--- config.mk ---
export PLATFORM = sky130hd
export DESIGN_NAME = ifetch_unit_flat
export DESIGN_NICKNAME = d
export VERILOG_FILES = /design/src/rtl/cpu_pkg.sv /design/src/rtl/ifetch_unit_if.sv /design/src/rtl/fetch_fifo.sv /design/src/rtl/ifetch_unit.sv /design/src/flat_wrapper.sv
export SDC_FILE = /design/constraint.sdc
export NUM_CORES = 1
export LEC_CHECK = 0
export BUFFER_PORTS_ARGS = -buffer_cell sky130_fd_sc_hd__buf_2
export CAP_MARGIN = 20
export CORE_MARGIN = 2
export CORE_UTILIZATION = 45
export CTS_CLUSTER_DIAMETER = 80
export DETAILED_ROUTE_END_ITERATION = 6
export MAX_ROUTING_LAYER = met4
export PLACE_DENSITY = 0.76
export SYNTH_ARGS = -nofsm -noshare
export SYNTH_HDL_FRONTEND = slang
export SYNTH_SLANG_ARGS = --single-unit
--- constraint.sdc ---
create_clock -name clk -period 15.6 [get_ports clk]
set_input_delay 2.34 -clock clk [delete_from_list [all_inputs] [get_ports clk]]
set_output_delay 2.34 -clock clk [all_outputs]
set_load 0.05 [all_outputs]
--- src/rtl/cpu_pkg.sv ---
// Shared CPU front-end types: word width, reset PC and the fetch-buffer entry.
package cpu_pkg;

    localparam int unsigned XLEN = 32;

    typedef logic [XLEN-1:0] word_t;

    localparam word_t RESET_PC = '0;

    typedef struct packed {
        word_t pc;
        word_t instr;
    } fetch_entry_t;

endpackage

--- src/rtl/ifetch_unit_if.sv ---
// Fetch-unit bus: combinational imem read port plus the decode valid/ready handshake.
interface ifetch_unit_if;
    import cpu_pkg::*;

    word_t imem_addr;
    word_t imem_data;
    logic  if_valid;
    logic  if_ready;
    word_t if_pc;
    word_t if_instr;

    // Fetch unit side.
    modport master (
        output imem_addr,
        input  imem_data,
        output if_valid,
        output if_pc,
        output if_instr,
        input  if_ready
    );

    // Memory / decode side.
    modport slave (
        input  imem_addr,
        output imem_data,
        input  if_valid,
        input  if_pc,
        input  if_instr,
        output if_ready
    );

endinterface

--- src/rtl/fetch_fifo.sv ---
// Synchronous FIFO of fetch entries; flush empties it and wins over push/pop.
module fetch_fifo
    import cpu_pkg::*;
#(
    parameter int unsigned DEPTH = 2
) (
    input  logic         clk,
    input  logic         rst_n,
    input  logic         flush,
    input  logic         push,
    input  logic         pop,
    input  fetch_entry_t wdata,
    output fetch_entry_t rdata,
    output logic         full,
    output logic         empty
);

    localparam int unsigned AW = $clog2(DEPTH);
    localparam int unsigned CW = AW + 1;

    fetch_entry_t  mem_q [DEPTH];
    logic [AW-1:0] rd_ptr_q, rd_ptr_d;
    logic [AW-1:0] wr_ptr_q, wr_ptr_d;
    logic [CW-1:0] count_q, count_d;
    logic          do_push;
    logic          do_pop;

    assign empty   = (count_q == '0);
    assign full    = (count_q == CW'(DEPTH));
    assign do_pop  = pop & ~empty & ~flush;
    assign do_push = push & ~flush & (~full | do_pop);
    // Head is forced to zero while empty so stale storage never reaches decode.
    assign rdata   = empty ? '0 : mem_q[rd_ptr_q];

    // Next-state for pointers and occupancy.
    always_comb begin
        rd_ptr_d = rd_ptr_q;
        wr_ptr_d = wr_ptr_q;
        count_d  = count_q;
        if (flush) begin
            rd_ptr_d = '0;
            wr_ptr_d = '0;
            count_d  = '0;
        end else begin
            if (do_pop)  rd_ptr_d = rd_ptr_q + AW'(1);
            if (do_push) wr_ptr_d = wr_ptr_q + AW'(1);
            if (do_push && !do_pop)      count_d = count_q + CW'(1);
            else if (do_pop && !do_push) count_d = count_q - CW'(1);
        end
    end

    // Pointer and occupancy registers.
    always_ff @(posedge clk or negedge rst_n) begin
        if (!rst_n) begin
            rd_ptr_q <= '0;
            wr_ptr_q <= '0;
            count_q  <= '0;
        end else begin
            rd_ptr_q <= rd_ptr_d;
            wr_ptr_q <= wr_ptr_d;
            count_q  <= count_d;
        end
    end

    // Entry storage; contents are don't-care until written.
    always_ff @(posedge clk) begin
        if (do_push) mem_q[wr_ptr_q] <= wdata;
    end

endmodule

--- src/rtl/ifetch_unit.sv ---
// Instruction-fetch front end: owns the PC, reads imem combinationally and
// buffers {pc, instr} pairs toward decode; redirect flushes and restarts.
module ifetch_unit
    import cpu_pkg::*;
#(
    parameter word_t       RESET_PC   = cpu_pkg::RESET_PC,
    parameter int unsigned FIFO_DEPTH = 2
) (
    input  logic                 clk,
    input  logic                 rst_n,
    input  logic                 fetch_en,
    input  logic                 redirect,
    input  word_t                redirect_pc,
    ifetch_unit_if.master        bus
);

    word_t        pc_q, pc_d;
    logic         push;
    logic         pop;
    logic         full;
    logic         empty;
    fetch_entry_t wdata;
    fetch_entry_t head;

    assign bus.if_valid  = ~empty;
    assign bus.if_pc     = head.pc;
    assign bus.if_instr  = head.instr;
    assign bus.imem_addr = pc_q;

    assign pop   = ~empty & bus.if_ready;
    assign push  = fetch_en & ~redirect & (~full | pop);
    assign wdata = '{pc: pc_q, instr: bus.imem_data};

    // Next PC: redirect target (word aligned) beats sequential advance.
    always_comb begin
        pc_d = pc_q;
        if (redirect)  pc_d = redirect_pc & ~word_t'(3);
        else if (push) pc_d = pc_q + word_t'(4);
    end

    // PC register.
    always_ff @(posedge clk or negedge rst_n) begin
        if (!rst_n) pc_q <= RESET_PC;
        else        pc_q <= pc_d;
    end

    fetch_fifo #(
        .DEPTH (FIFO_DEPTH)
    ) u_fifo (
        .clk   (clk),
        .rst_n (rst_n),
        .flush (redirect),
        .push  (push),
        .pop   (pop),
        .wdata (wdata),
        .rdata (head),
        .full  (full),
        .empty (empty)
    );

endmodule

--- src/flat_wrapper.sv ---
// flat-port wrapper written by rule: the top's interface ports become plain ports
module ifetch_unit_flat import cpu_pkg::*;
#(
    parameter word_t       RESET_PC   = cpu_pkg::RESET_PC,
    parameter int unsigned FIFO_DEPTH = 2
)
  (clk, rst_n, fetch_en, redirect, redirect_pc, bus_imem_addr, bus_imem_data, bus_if_valid, bus_if_pc, bus_if_instr, bus_if_ready);
  ifetch_unit_if bus_i ();
  input  logic clk;
  input  logic rst_n;
  input  logic fetch_en;
  input  logic redirect;
  input  word_t redirect_pc;
  output wire logic [$bits(bus_i.imem_addr)-1:0] bus_imem_addr;
  input wire logic [$bits(bus_i.imem_data)-1:0] bus_imem_data;
  output wire logic [$bits(bus_i.if_valid)-1:0] bus_if_valid;
  output wire logic [$bits(bus_i.if_pc)-1:0] bus_if_pc;
  output wire logic [$bits(bus_i.if_instr)-1:0] bus_if_instr;
  input wire logic [$bits(bus_i.if_ready)-1:0] bus_if_ready;
  assign bus_imem_addr = bus_i.imem_addr;
  assign bus_i.imem_data = bus_imem_data;
  assign bus_if_valid = bus_i.if_valid;
  assign bus_if_pc = bus_i.if_pc;
  assign bus_if_instr = bus_i.if_instr;
  assign bus_i.if_ready = bus_if_ready;
  ifetch_unit #(.RESET_PC(RESET_PC), .FIFO_DEPTH(FIFO_DEPTH)) u_core (.clk(clk), .rst_n(rst_n), .fetch_en(fetch_en), .redirect(redirect), .redirect_pc(redirect_pc), .bus(bus_i));
endmodule
* Yosys cells after proc, flatten, opt, wreduce, memory -nomap -nowiden *
Memory sizes are Yosys's and may differ from the RTL's.
Index checks and enable logic that the tools add are counted.

storage, ports and cells
  memories = 1
  output and inout bits = 97
  word-level logic and storage cells = 44
  RAM bits = 128
  register bits = 36

cells by class
  bitwise operators = 12
  add/subtract/negate cells = 5
  eq/ne operators = 1
  reductions and logical operators = 9
  muxes and demuxes = 12

memory list
  memory               words  bits a word  rd ports  clocked after Yosys merged registers in  write ports  line              RTL
  u_core.u_fifo.mem_q  2      64           1         0                                        1            fetch_fifo.sv:21  fetch_entry_t mem_q [DEPTH];

operator list
  cell                                                                number
  32-bit two-way mux                                                  2
  64-bit two-way mux                                                  1
  32-bit by 3-bit adder with 32-bit output, second input constant     1
  1-bit bitwise AND                                                   7
  1-bit two-way mux                                                   6
  2-bit two-way mux                                                   3
  2-bit nonzero test                                                  3
  1-bit inverter                                                      3
  3-bit nonzero test                                                  1
  1-bit adder, second input constant                                  2
  2-bit by 1-bit adder with 2-bit output, second input constant       1
  2-bit equality test, second input constant                          1
  1-bit logical AND                                                   2
  1-bit logical NOT                                                   2
  2-bit logical NOT                                                   1
  1-bit bitwise OR                                                    2
  2-bit by 1-bit subtractor with 2-bit output, second input constant  1

* Logic depth before layout (Yosys ltp) *
  depth after elaboration = 12
  gate-level depth with buffers = 6
  depth with buffers taken out = 6

* Hierarchy *
From an unflattened synthesis, not the netlist that was laid out.

unflattened totals
  cell total of the unflattened synthesis = 490
  area, all modules = 6,812.8 um^2

modules (own cells, without submodules)
  module       area an instance (um^2)  sequential area each (um^2)  cells an instance  instances
  fetch_fifo   5,106.1                  3,943.8                      297                1
  ifetch_unit  1,706.6                  750.7                        193                1

* Worst setup path after synthesis *
No wires, ideal clock.

  path type = input -> register
  from = in fetch_en
  to = mem u_core.u_fifo.mem_q[1][0] (netlist bit), enable pin
  required time = 15,029 ps
  setup time = 571 ps
  data arrival time = 7,305 ps
  setup slack = 7,724 ps
  stages = 3
  path through = clkbuf_1 nand2_1 nor3b_1

between the ends
  longest elaborated chain between the ends = 6

RTL lines
  what                                     line                RTL
  start: declaration                       flat_wrapper.sv:11  input logic fetch_en;
  1-bit bitwise AND (2 in series)          ifetch_unit.sv:31   assign push = fetch_en & ~redirect & (~full | pop);
  1-bit bitwise AND (2 in series)          fetch_fifo.sv:31    assign do_push = push & ~flush & (~full | do_pop);
  1-bit two-way mux                        fetch_fifo.sv:67    if (do_push) mem_q[wr_ptr_q] <= wdata;
  1-bit two-way mux (implied by the code)  fetch_fifo.sv:67
  end: declaration                         fetch_fifo.sv:21

No other way between the ends.

* Worst setup path after layout *
  from = reg u_core.u_fifo.count_q[1]
  to = out bus_if_pc[24]

between the ends
  longest elaborated chain between the ends = 2

RTL lines
  what                      line                RTL
  start: declaration        fetch_fifo.sv:24    logic [CW-1:0] count_q, count_d;
  start signal: assignment  fetch_fifo.sv:61    count_q <= count_d;
  2-bit logical NOT         fetch_fifo.sv:28    assign empty = (count_q == '0);
  64-bit two-way mux        fetch_fifo.sv:33    assign rdata = empty ? '0 : mem_q[rd_ptr_q];
  end: declaration          flat_wrapper.sv:17  output wire logic [$bits(bus_i.if_pc)-1:0] bus_if_pc;

No other way between the ends.

==> impl_metrics.ini <==
[yosys]
ys.flop_type = edfxtp_1
yosys_warnings = 0
synth_top_family_by_area = simple AND/OR/NAND/NOR gates
synthMuxAreaShare_pct = 9.91
avgSynthCellArea_um2 = 13.4
yosys-top-cells-area = edfxtp_1 56%, dfrtp_1 13%, mux2i_1 9.6%
yosys.area.top_type = edfxtp_1
synth_top_area_share_pct = 56.5
synth_area_um2 = 6590
ys_types = 35
syn_inst = 493
async_flop_share_pct = 21.5
synth_compound_gate_area_share_pct = 2.88
ys_seq_area_share_pct = 69.4
synth.most_common_cell = edfxtp_1
synth-adder-area-share_pct = 0.190
synth-xor-area-share_pct = 3.45
synth_edf_count = 124
synthSimpleGateAreaFrac_pct = 11.9
synth-seq-cells = 158
synthTopCellsByCount = 124 x edfxtp_1, 70 x nor2_1, 63 x mux2i_1, 47 x nand2_1, 34 x dfrtp_1

[worst_hold_path]
min_path_type = reg2reg

[detailed_routing]
met3_length_um = 773
routed_wl_mm = 13.9
drc = 0
drtPass1Iterations = 5
drt_iter0_drc = 349
wirelength_met1_mm = 6.17
top_layer_used = met4
wl_met2_mm = 6.84
wl_per_cell_um = 16.4
final_antenna_net_count = 0
via_count = 4364
drt-vias-per-instance = 5.14

[grt]
antenna_found_initial = 1
grt_pass1_wl_mm = 22.2
grt_pass1_vias = 4321
grt_use_total_pct = 18.7
grt_start_max_net_pins = 68
gr-total-overflow = 0

[critical_path]
crit_path_max_fanout = 47
cp_data_arrival_time_ns = 2.18
critical_path_required_ns = 13.26
crit_type = reg2out
cp-end-kind = output pin
cp-start-kind = flop

[floorplanning]
core_um2 = 14400
initial_utilization_pct = 45.7
die_h_um = 125
fp.dieArea_um2 = 15600
die_w_um = 125
num_io_pins = 166
num_rows = 44

[sta]
report.final.slew_viol_count = 0
tightest_slew_ns = 1.04
min_period_ns = 4.52
slew-limit-headroom_pct = 30.8
setup_violations = 0
final.setup.tns_ns = 0
fmax_ghz = 0.221
hold_violations = 0
rsz0062_at_grt = false
finalCritPeriodShare_pct = 29.0
clock_skew_ns = 0.00647

[placed_design]
port_buffers = 159
hpwl_mm = 9.07
gp_congestion = 0.791

[finish]
fin_nets = 721
syn_to_final_growth_pct = 24.4
final_layout_size_suffix_gt1_share_pct = 30.6
final.fill_count = 1204

[cts]
cts_setup_buffers = 0
cts_buffer_depth = 2
cts_made_buffers = 17
worstSkewPairLatency_ns = 0.42
cts_tree = yes
cts-root-buf = clkbuf_16
clkSlewWorstSetupHoldPaths_ns = 0.06
cts.sinks = 158
htreeDepth = 4
cts-hold-fix-buffers = 0
cts-resized-gates = 0

[job]
maxCapViolations = 0

[status]
status = finished clean

[pwr]
irDropWorstVdd_v = 0.0000649
powerDensity_nw_per_um2 = 133
power_leakage_uw = 0.00321
finalPower_uw = 1090
[registers in the layout, indices dropped and copies added (netlist names)]
register,count
u_core.bus.imem_addr,30
u_core.u_fifo.count_q,2
u_core.u_fifo.mem_q,124
u_core.u_fifo.rd_ptr_q,1
u_core.u_fifo.wr_ptr_q,1
[where the power goes]
part / internal (µW) / total (µW) / switching (µW)
Clock: 259 / 428 / 168
Combinational: 42.5 / 161 / 118
Sequential: 481 / 503 / 21.9
[cell type report]
class                           count  area, µm²  area share, %
Clock inverter                     14        181           2.21
Sequential cell                   158       4580           55.8
Inverter                            7       26.3          0.320
Clock buffer                       18        439           5.35
Tap cell                          184        230           2.81
Antenna cell                        1       2.50         0.0305
Timing Repair Buffer              164        846           10.3
Multi-Input combinational cell    303       1900           23.2
[worst max-delay path: stages (launching register included)]
cell,delay (ns)
dfrtp_1,0.46
nor2_4,0.40
buf_4,0.51
nor2_1,0.12
buf_2,0.23
[through the flow]
| stage | instances | hold WS, ns | cell area, µm² | util, % | worst slack, ns |
|---|---|---|---|---|---|
| 2_1_floorplan | 496 | 0.525 | 6610 | - | 7.72 |
| 3_3_place_gp | 815 | 0.521 | 7560 | 52.4 | 11.07 |
| 3_5_place_dp | 815 | 0.528 | 7560 | 52.4 | 11.05 |
| 4_1_cts | 847 | 0.542 | 8180 | 56.7 | 10.96 |
| 5_1_grt | 849 | 0.566 | 8200 | 56.9 | 10.90 |
| 6_report | 849 | 0.547 | 8200 | 56.9 | 11.08 |
[path summary, 6_finish.rpt]
check / startpoint / endpoint / slack [ns] / cells past startpoint
max reg2reg: u_core.u_fifo.count_q[1] / u_core.bus.imem_addr[31] / 13.00 / 5
min: u_core.bus.imem_addr[14] / u_core.u_fifo.mem_q[0][46] / 0.55 / 0
max in group asynchronous: rst_n / u_core.u_fifo.rd_ptr_q / 12.99 / 1
min reg2reg: u_core.bus.imem_addr[14] / u_core.u_fifo.mem_q[0][46] / 0.55 / 0
max: u_core.u_fifo.count_q[1] / bus_if_pc[24] / 11.08 / 4
min in group asynchronous: rst_n / u_core.bus.imem_addr[26] / 2.01 / 1
[cells by family (layout without fill, tap and decap cells)]
group                    after synthesis  count (layout)
AO/OA/AOI/OAI                         35              35
other                                  1               5
AND/OR/NAND/NOR                      172             172
multiplexers                          65              65
flip-flops                           158             158
buffers and inverters                 35             203
XOR/XNOR                              26              26
adder cells (fa/ha/maj)                1               1
[routing by layer]
layer	GRT usage [%]	up-vias
met5	-	-
met4	6.93	0
met3	4.11	12
met2	29.8	148
met1	23.6	2104
li1	-	2100
[cell usage in the layout (no fill, tap or decap), types with 4 or more instances in the layout]
cell,n
nor4_1,9
dfrtp_1,33
o21ai_0,27
nand3_1,8
nor3_1,6
inv_1,7
xor2_1,7
nand2_1,47
xnor2_1,19
nand4_1,8
clkbuf_16,17
nor2_1,69
mux2i_1,63
edfxtp_1,124
conb_1,4
buf_4,4
and3_1,7
buf_2,159
inv_6,5
No activity file was read; power rests on OpenSTA's default activity.
